`src/rtl/aes_encrypt_scheduler_if.sv`:
```
// aes_encrypt_scheduler_if: requester-side block/ciphertext handshakes shared by all requesters
interface aes_encrypt_scheduler_if #(
  parameter int NREQ = 4
);
  logic [NREQ-1:0]        req_valid;
  logic [NREQ-1:0]        req_ready;
  logic [NREQ-1:0][127:0] req_data;
  logic [NREQ-1:0]        rsp_valid;
  logic [NREQ-1:0]        rsp_ready;
  logic [127:0]           rsp_data;
  modport slave (
    input  req_valid, req_data, rsp_ready,
    output req_ready, rsp_valid, rsp_data
  );
  modport master (
    output req_valid, req_data, rsp_ready,
    input  req_ready, rsp_valid, rsp_data
  );
endinterface

```
`src/rtl/aes_encrypt_scheduler.sv`:
```
// aes_encrypt_scheduler: round-robin sharing of one fixed-latency AES core with tag steering and key-swap sequencing
module aes_encrypt_scheduler #(
  parameter int NREQ    = 4,
  parameter int KEYLEN  = 128,
  parameter int LATENCY = (KEYLEN/32+5)*4+1,
  parameter int MAX_OUT = 8
) (
  input  logic                  clk,
  input  logic                  rst,
  aes_encrypt_scheduler_if.slave bus,
  output logic                  core_valid_in,
  input  logic                  core_ready_in,
  output logic [127:0]          core_plaintext,
  input  logic                  core_valid_out,
  output logic                  core_en,
  input  logic [127:0]          core_ciphertext,
  input  logic                  key_upd_req,
  output logic                  key_load,
  output logic                  key_upd_ack,
  output logic                  busy,
  output logic                  err_underflow
);
  localparam int IW = $clog2(NREQ);
  localparam int CW = $clog2(MAX_OUT+1);
  localparam int PW = $clog2(LATENCY);
  localparam int FW = $clog2(LATENCY+1);

  typedef enum logic [1:0] {RUN, DRAIN, LOAD} state_t;

  state_t          state, state_nx;
  logic [IW-1:0]   rr_ptr, grant, g_lo, g_hi, head;
  logic            any_hi, any_elig, issue, pop, empty, full, armed, trig, run;
  logic [NREQ-1:0] elig;
  logic [CW-1:0]   out_cnt [NREQ];
  logic [IW-1:0]   tag_mem [LATENCY];
  logic [PW-1:0]   wr_ptr, rd_ptr;
  logic [FW-1:0]   fifo_cnt;

  // The core is in-order with fixed depth, so the FIFO occupancy is the total in flight
  assign empty = fifo_cnt == '0;
  assign full  = fifo_cnt == FW'(LATENCY);
  assign busy  = !empty;
  assign head  = tag_mem[rd_ptr];

  assign core_en      = !(core_valid_out && !empty && !bus.rsp_ready[head]);
  assign pop          = core_valid_out && core_en && !empty;
  assign bus.rsp_data = core_ciphertext;

  always_comb begin
    bus.rsp_valid       = '0;
    bus.rsp_valid[head] = core_valid_out && !empty;
  end

  always_comb begin
    for (int i = 0; i < NREQ; i++)
      elig[i] = run && bus.req_valid[i] && out_cnt[i] < CW'(MAX_OUT);
  end

  // Lowest eligible index at or above the pointer wins, else lowest eligible overall
  always_comb begin
    g_lo   = '0;
    g_hi   = '0;
    any_hi = 1'b0;
    for (int i = NREQ-1; i >= 0; i--) begin
      if (elig[i]) g_lo = IW'(i);
      if (elig[i] && IW'(i) >= rr_ptr) begin
        g_hi   = IW'(i);
        any_hi = 1'b1;
      end
    end
    grant = any_hi ? g_hi : g_lo;
  end

  assign any_elig       = |elig;
  assign core_valid_in  = any_elig;
  assign issue          = any_elig && core_ready_in && core_en;
  assign core_plaintext = any_elig ? bus.req_data[grant] : '0;

  always_comb begin
    bus.req_ready        = '0;
    bus.req_ready[grant] = any_elig && core_ready_in && core_en;
  end

  // A held key_upd_req must drop for a cycle before it can start another swap
  assign trig = key_upd_req && armed;

  always_ff @(posedge clk or negedge rst) begin
    if (!rst) state <= RUN;
    else      state <= state_nx;
  end

  always_comb begin
    state_nx = state == RUN   ? (trig ? DRAIN : RUN) :
               state == DRAIN ? (empty && !issue ? LOAD : DRAIN) : RUN;
  end

  always_comb begin
    run         = state == RUN;
    key_load    = state == LOAD;
    key_upd_ack = state == LOAD;
  end

  always_ff @(posedge clk or negedge rst) begin
    if (!rst) begin
      rr_ptr        <= '0;
      wr_ptr        <= '0;
      rd_ptr        <= '0;
      fifo_cnt      <= '0;
      armed         <= 1'b1;
      err_underflow <= 1'b0;
      for (int i = 0; i < NREQ; i++) out_cnt[i] <= '0;
    end else begin
      if (issue) begin
        rr_ptr <= grant == IW'(NREQ-1) ? '0 : grant + 1'b1;
        wr_ptr <= wr_ptr == PW'(LATENCY-1) ? '0 : wr_ptr + 1'b1;
      end
      if (pop) rd_ptr <= rd_ptr == PW'(LATENCY-1) ? '0 : rd_ptr + 1'b1;
      fifo_cnt      <= fifo_cnt + FW'(issue) - FW'(pop);
      armed         <= !key_upd_req || (armed && !trig);
      err_underflow <= err_underflow || (core_valid_out && empty);
      for (int i = 0; i < NREQ; i++)
        out_cnt[i] <= out_cnt[i] + CW'(issue && grant == IW'(i)) - CW'(pop && head == IW'(i));
    end
  end

  always_ff @(posedge clk) begin
    if (issue) tag_mem[wr_ptr] <= grant;
  end

  a_no_overflow: assert property (@(posedge clk) disable iff (!rst) !(issue && full));

endmodule
```
`src/flat_wrapper.sv`:
```
// flat-port wrapper written by rule: the top's interface ports become plain ports
module aes_encrypt_scheduler_flat 
#(
  parameter int NREQ    = 4,
  parameter int KEYLEN  = 128,
  parameter int LATENCY = (KEYLEN/32+5)*4+1,
  parameter int MAX_OUT = 8
)
  (clk, rst, core_valid_in, core_ready_in, core_plaintext, core_valid_out, core_en, core_ciphertext, key_upd_req, key_load, key_upd_ack, busy, err_underflow, bus_req_valid, bus_req_data, bus_rsp_ready, bus_req_ready, bus_rsp_valid, bus_rsp_data);
  aes_encrypt_scheduler_if #(.NREQ(NREQ)) bus_i ();
  input  logic clk;
  input  logic rst;
  output logic core_valid_in;
  input  logic core_ready_in;
  output logic [127:0] core_plaintext;
  input  logic core_valid_out;
  output logic core_en;
  input  logic [127:0] core_ciphertext;
  input  logic key_upd_req;
  output logic key_load;
  output logic key_upd_ack;
  output logic busy;
  output logic err_underflow;
  input wire logic [$bits(bus_i.req_valid)-1:0] bus_req_valid;
  input wire logic [$bits(bus_i.req_data)-1:0] bus_req_data;
  input wire logic [$bits(bus_i.rsp_ready)-1:0] bus_rsp_ready;
  output wire logic [$bits(bus_i.req_ready)-1:0] bus_req_ready;
  output wire logic [$bits(bus_i.rsp_valid)-1:0] bus_rsp_valid;
  output wire logic [$bits(bus_i.rsp_data)-1:0] bus_rsp_data;
  assign bus_i.req_valid = bus_req_valid;
  assign bus_i.req_data = bus_req_data;
  assign bus_i.rsp_ready = bus_rsp_ready;
  assign bus_req_ready = bus_i.req_ready;
  assign bus_rsp_valid = bus_i.rsp_valid;
  assign bus_rsp_data = bus_i.rsp_data;
  aes_encrypt_scheduler #(.NREQ(NREQ), .KEYLEN(KEYLEN), .LATENCY(LATENCY), .MAX_OUT(MAX_OUT)) u_core (.clk(clk), .rst(rst), .bus(bus_i), .core_valid_in(core_valid_in), .core_ready_in(core_ready_in), .core_plaintext(core_plaintext), .core_valid_out(core_valid_out), .core_en(core_en), .core_ciphertext(core_ciphertext), .key_upd_req(key_upd_req), .key_load(key_load), .key_upd_ack(key_upd_ack), .busy(busy), .err_underflow(err_underflow));
endmodule
```
`config.mk`:
```
export PLATFORM = sky130hd
export DESIGN_NAME = aes_encrypt_scheduler_flat
export DESIGN_NICKNAME = d
export VERILOG_FILES = /design/src/rtl/aes_encrypt_scheduler_if.sv /design/src/rtl/aes_encrypt_scheduler.sv /design/src/flat_wrapper.sv
export SDC_FILE = /design/constraint.sdc
export NUM_CORES = 1
export LEC_CHECK = 0
export CAP_MARGIN = 0
export CORE_AREA = 3 3 360 362
export CTS_BUF_LIST = sky130_fd_sc_hd__clkbuf_4
export CTS_CLUSTER_DIAMETER = 40
export DETAILED_ROUTE_END_ITERATION = 6
export DIE_AREA = 0 0 363 365
export DONT_BUFFER_PORTS = 1
export PLACE_DENSITY_LB_ADDON = 0.1
export RECOVER_POWER = 50
export SLEW_MARGIN = 20
export SYNTH_ARGS = -nofsm -noshare
export SYNTH_HDL_FRONTEND = slang
export SYNTH_SLANG_ARGS = --single-unit
```
`constraint.sdc`:
```
create_clock -name clk -period 11 [get_ports clk]
set_input_delay 2.2 -clock clk [delete_from_list [all_inputs] [get_ports clk]]
set_output_delay 2.2 -clock clk [all_outputs]
set_load 0.01 [all_outputs]
```
==> tab_implementation.tex <==
\begin{tabular}{lr}
\hline
Metric & Value \\
\hline
\multicolumn{2}{l}{\textbf{Synthesis}} \\
Primary flip-flop cell chosen by synthesis mapping & edfxtp\_1 \\
Post-synthesis average cell area & 12.0 um2 \\
Number of standard cells after synthesis & 896 \\
Top cell type by total area after synthesis & mux4\_2 \\
Post-Synthesis Net Count & 1586 \\
Register bit count reported by yosys & 114 \\
Number of flops mapped to enable cells by yosys & 74 \\
Share of synthesized area occupied by flip-flops and latches & 30.0\% \\
Dominant cells by area after synthesis & mux4\_2, edfxtp\_1, dfrtp\_1 \\
Post-Synthesis Cell Area & 0.0108 mm2 \\
Fraction of synthesized cell area taken by the top area cell type & 28.3\% \\
Share of flip-flops with an asynchronous set or reset & 35.1\% \\
Yosys warnings & 0 \\
Library cells used by synthesis & 63 \\
\multicolumn{2}{l}{\textbf{Timing}} \\
Worst hold-check slack & 0.533 ns \\
Maximum clock frequency & 0.111 GHz \\
Slew @ Worst Pin & 2.18 ns \\
Number of hold-slack violations in the final timing report & 0 \\
Final setup violation count & 0 \\
Worst path setup slack after routing & 2.00 ns \\
Maximum clock skew at final layout & 0.0522 ns \\
Share of the cycle needed by the critical path after routing & 81.8\% \\
Final min period & 9.00 ns \\
Setup TNS & 0 ns \\
Tightest slew margin relative to the limit & -45.6\% \\
Number of max-slew violations in the final report & 145 \\
RSZ-0062 raised after global routing & no \\
\multicolumn{2}{l}{\textbf{Detailed routing}} \\
Routed via count divided by cell count & 3.44 \\
Highest routing layer actually used & met5 \\
Met1 Wirelength & 37800 um \\
Number of nets still failing antenna checks after routing & 0 \\
Post-route DRC & 0 \\
Routed WL & 113000 um \\
Met2 WL & 52400 um \\
Initial detailed-routing violation count & 954 \\
DR WL/cell & 45.7 um \\
Number of vias after detailed routing & 8503 \\
Total met3 wirelength after detailed routing & 16600 um \\
Count of TritonRoute iterations in the first routing pass & 7 \\
\multicolumn{2}{l}{\textbf{Worst setup path}} \\
Biggest fanout along the worst timing path & 23 \\
Critical-path cell list & clkbuf\_1, mux4\_1, mux2\_1, a2111oi\_0, a221oi\_1, nand2b\_1, a211oi\_2, or3\_2, nor2\_1 \\
Crit-path slowest cell & clkbuf\_1 \\
Nature of the critical path endpoint & primary output \\
Critical setup path kind & flop to primary output \\
Worst setup slack for register-to-register paths & 3.67 ns \\
Worst path arrival time & 6.80 ns \\
CP delay by family, top & compound AO/OA/AOI/OAI gates \\
Buffers \& Inverters on Critical Path & 1 \\
Critical path required time & 8.80 ns \\
Maximum cell stage delay along the critical path & 1.34 ns \\
Kind of start point of the critical path & flop \\
\multicolumn{2}{l}{\textbf{Die}} \\
Horizontal extent of the die & 363 um \\
Initial standard-cell utilization of the core & 8.47\% \\
Die footprint & 0.132 mm2 \\
Placement Rows & 131 \\
IO Count & 923 \\
Height of the die & 365 um \\
Core Box Area & 0.127 mm2 \\
\multicolumn{2}{l}{\textbf{Pwr}} \\
Comb power frac & 70.1\% \\
P\_leak & 3.76 nW \\
Pwr/cell area & 271 mW/mm2 \\
Post-layout power & 3.26 mW \\
Largest vdd supply drop & 0.129 mV \\
Part of the total power dissipated in sequential elements & 20.4\% \\
Int Pwr & 1.44 mW \\
Clock group share of total power & 9.5\% \\
Psw & 1.82 mW \\
Switching fraction of total power & 55.7\% \\
\multicolumn{2}{l}{\textbf{Layout}} \\
Most common cell after layout, fill and taps aside & mux4\_2 \\
Commonest cells after routing, fill and taps aside & mux4\_2, and2\_1, edfxtp\_1 \\
Final layout net count & 1419 \\
Area growth from synthesis to layout & 11.8\% \\
Fraction of final layout cells with drive strength greater than 1 & 26.5\% \\
\multicolumn{2}{l}{\textbf{Global route}} \\
Maximum number of pins on one net before global-route repair & 131 \\
Via count of the first global-routing pass & 7934 \\
First-pass GRT wire length & 128000 um \\
Number of antenna violations at the first check in global routing & 156 \\
Sum of overflow across all layers after global routing & 0 \\
GRT Total Usage & 16.1\% \\
\multicolumn{2}{l}{\textbf{CTS}} \\
Clock tree from TritonCTS & yes \\
CTS sink count & 114 \\
H-tree levels & 4 \\
Total of hold buffers inserted after clock tree synthesis & 0 \\
Resized cells post-CTS & 0 \\
Root Buffer Master & clkbuf\_4 \\
Clock buffer count from CTS & 17 \\
Clock-pin transition on the worst setup and hold timing paths & 0.13 ns \\
CTS Buffer Depth & 2 \\
Clock insertion delay at the later pin of the skew report & 0.63 ns \\
Setup Buffers After CTS & 0 \\
\multicolumn{2}{l}{\textbf{Place}} \\
Final HPWL DP & 101000 um \\
Number of input and output port buffers inserted & 0 \\
Weighted congestion reported at the end of routability-driven placement & 0.920 \\
Setup WS pre-CTS & 3.46 ns \\
\multicolumn{2}{l}{\textbf{Status}} \\
Violations in the final reports & capacitance limit, slew limit \\
Run status & complete, but fails checks \\
\multicolumn{2}{l}{\textbf{Hold path}} \\
Kind of path behind the tightest hold check & flop to flop \\
\multicolumn{2}{l}{\textbf{Job}} \\
Max Cap Viol & 4 \\
\hline
\end{tabular}
[stage by stage]
step                      cell area (um2)  util, %  cells
final                               12000     9.47   2471
after detailed placement            11700     9.19   2372
after CTS                           11900     9.37   2403
after global routing                11900     9.41   2437
after global placement              11700     9.19   2372
after floorplan                     10800        -    896
[path summary, 6_finish.rpt]
path / cells past startpoint / end / start
worst max-delay path: 9 / bus_req_ready[3] / u_core.rd_ptr[1]
min in group asynchronous: 0 / u_core.state[0] / rst
worst max register to register: 16 / u_core.fifo_cnt[5] / u_core.rd_ptr[1]
worst min-delay path: 1 / u_core.fifo_cnt[0] / u_core.fifo_cnt[0]
max in group asynchronous: 0 / u_core.out_cnt[11] / rst
worst min register to register: 1 / u_core.fifo_cnt[0] / u_core.fifo_cnt[0]
[cells by family after synthesis]
family                   count (synthesis)  share of synthesized area (%)
adder cells (fa/ha/maj)                 37                           4.65
flip-flops                             114                           30.0
buffers and inverters                  243                           13.7
XOR/XNOR                                18                           1.47
multiplexers                           162                           31.6
AO/OA/AOI/OAI                           52                           3.61
AND/OR/NAND/NOR                        270                           15.0
[state kept, by name, summed over array words and instances (netlist names)]
name and count:
u_core.armed 1, u_core.wr_ptr 6, u_core.fifo_cnt 6, u_core.tag_mem 74, u_core.err_underflow 1, u_core.state 2
u_core.rr_ptr 2, u_core.out_cnt 16, u_core.rd_ptr 6
[power by group through the flow]
| stage | Combinational [mW] | Sequential [mW] | Clock, mW |
|---|---|---|---|
| 6_report | 2.28 | 0.664 | 0.311 |
| 5_1_grt | 2.45 | 0.680 | 0.347 |
| 4_1_cts | 2.38 | 0.666 | 0.328 |
| 3_5_place_dp | 2.37 | 0.676 | 0 |
| 3_3_place_gp | 2.36 | 0.678 | 0 |
| 2_1_floorplan | 1.51 | 0.619 | 0 |
[cell usage after synthesis, types with 3 or more instances]
master	count
edfxtp_1	74
nor3_1	12
nand3_1	12
or3_1	3
dfrtp_1	39
a21oi_1	12
nor2_1	31
and3_1	3
mux2_4	4
and2_1	132
nor4_2	3
o21ai_0	7
nand2b_1	6
a21o_1	7
mux2_2	5
buf_2	15
o41ai_1	3
nor3_2	4
mux2i_1	14
o31ai_1	4
xor2_1	8
buf_4	129
a31oi_1	3
nor4_1	27
ha_1	32
nand3b_1	5
xnor2_1	10
clkbuf_1	33
nand2_1	16
buf_6	5
inv_1	45
fa_1	5
buf_1	13
mux4_2	135
mux4_1	4
[area by class of cell]
class                      count  area, um2
fill                       14500     115000
multi-input combinational    539       6060
sequential                   114       3220
tap                         1662       2080
antenna                       68        170
inverter                      45        169
clock buffer                  18        135
timing repair buffer          12        100
clock inverter                13       96.3
[routing by layer]
layer	global-route usage, %	vias up
met1	16.5	4255
met5	0	-
met3	10.4	236
met2	26.2	988
li1	-	2986
met4	6.30	38
No activity file was read; power rests on OpenSTA's default activity.
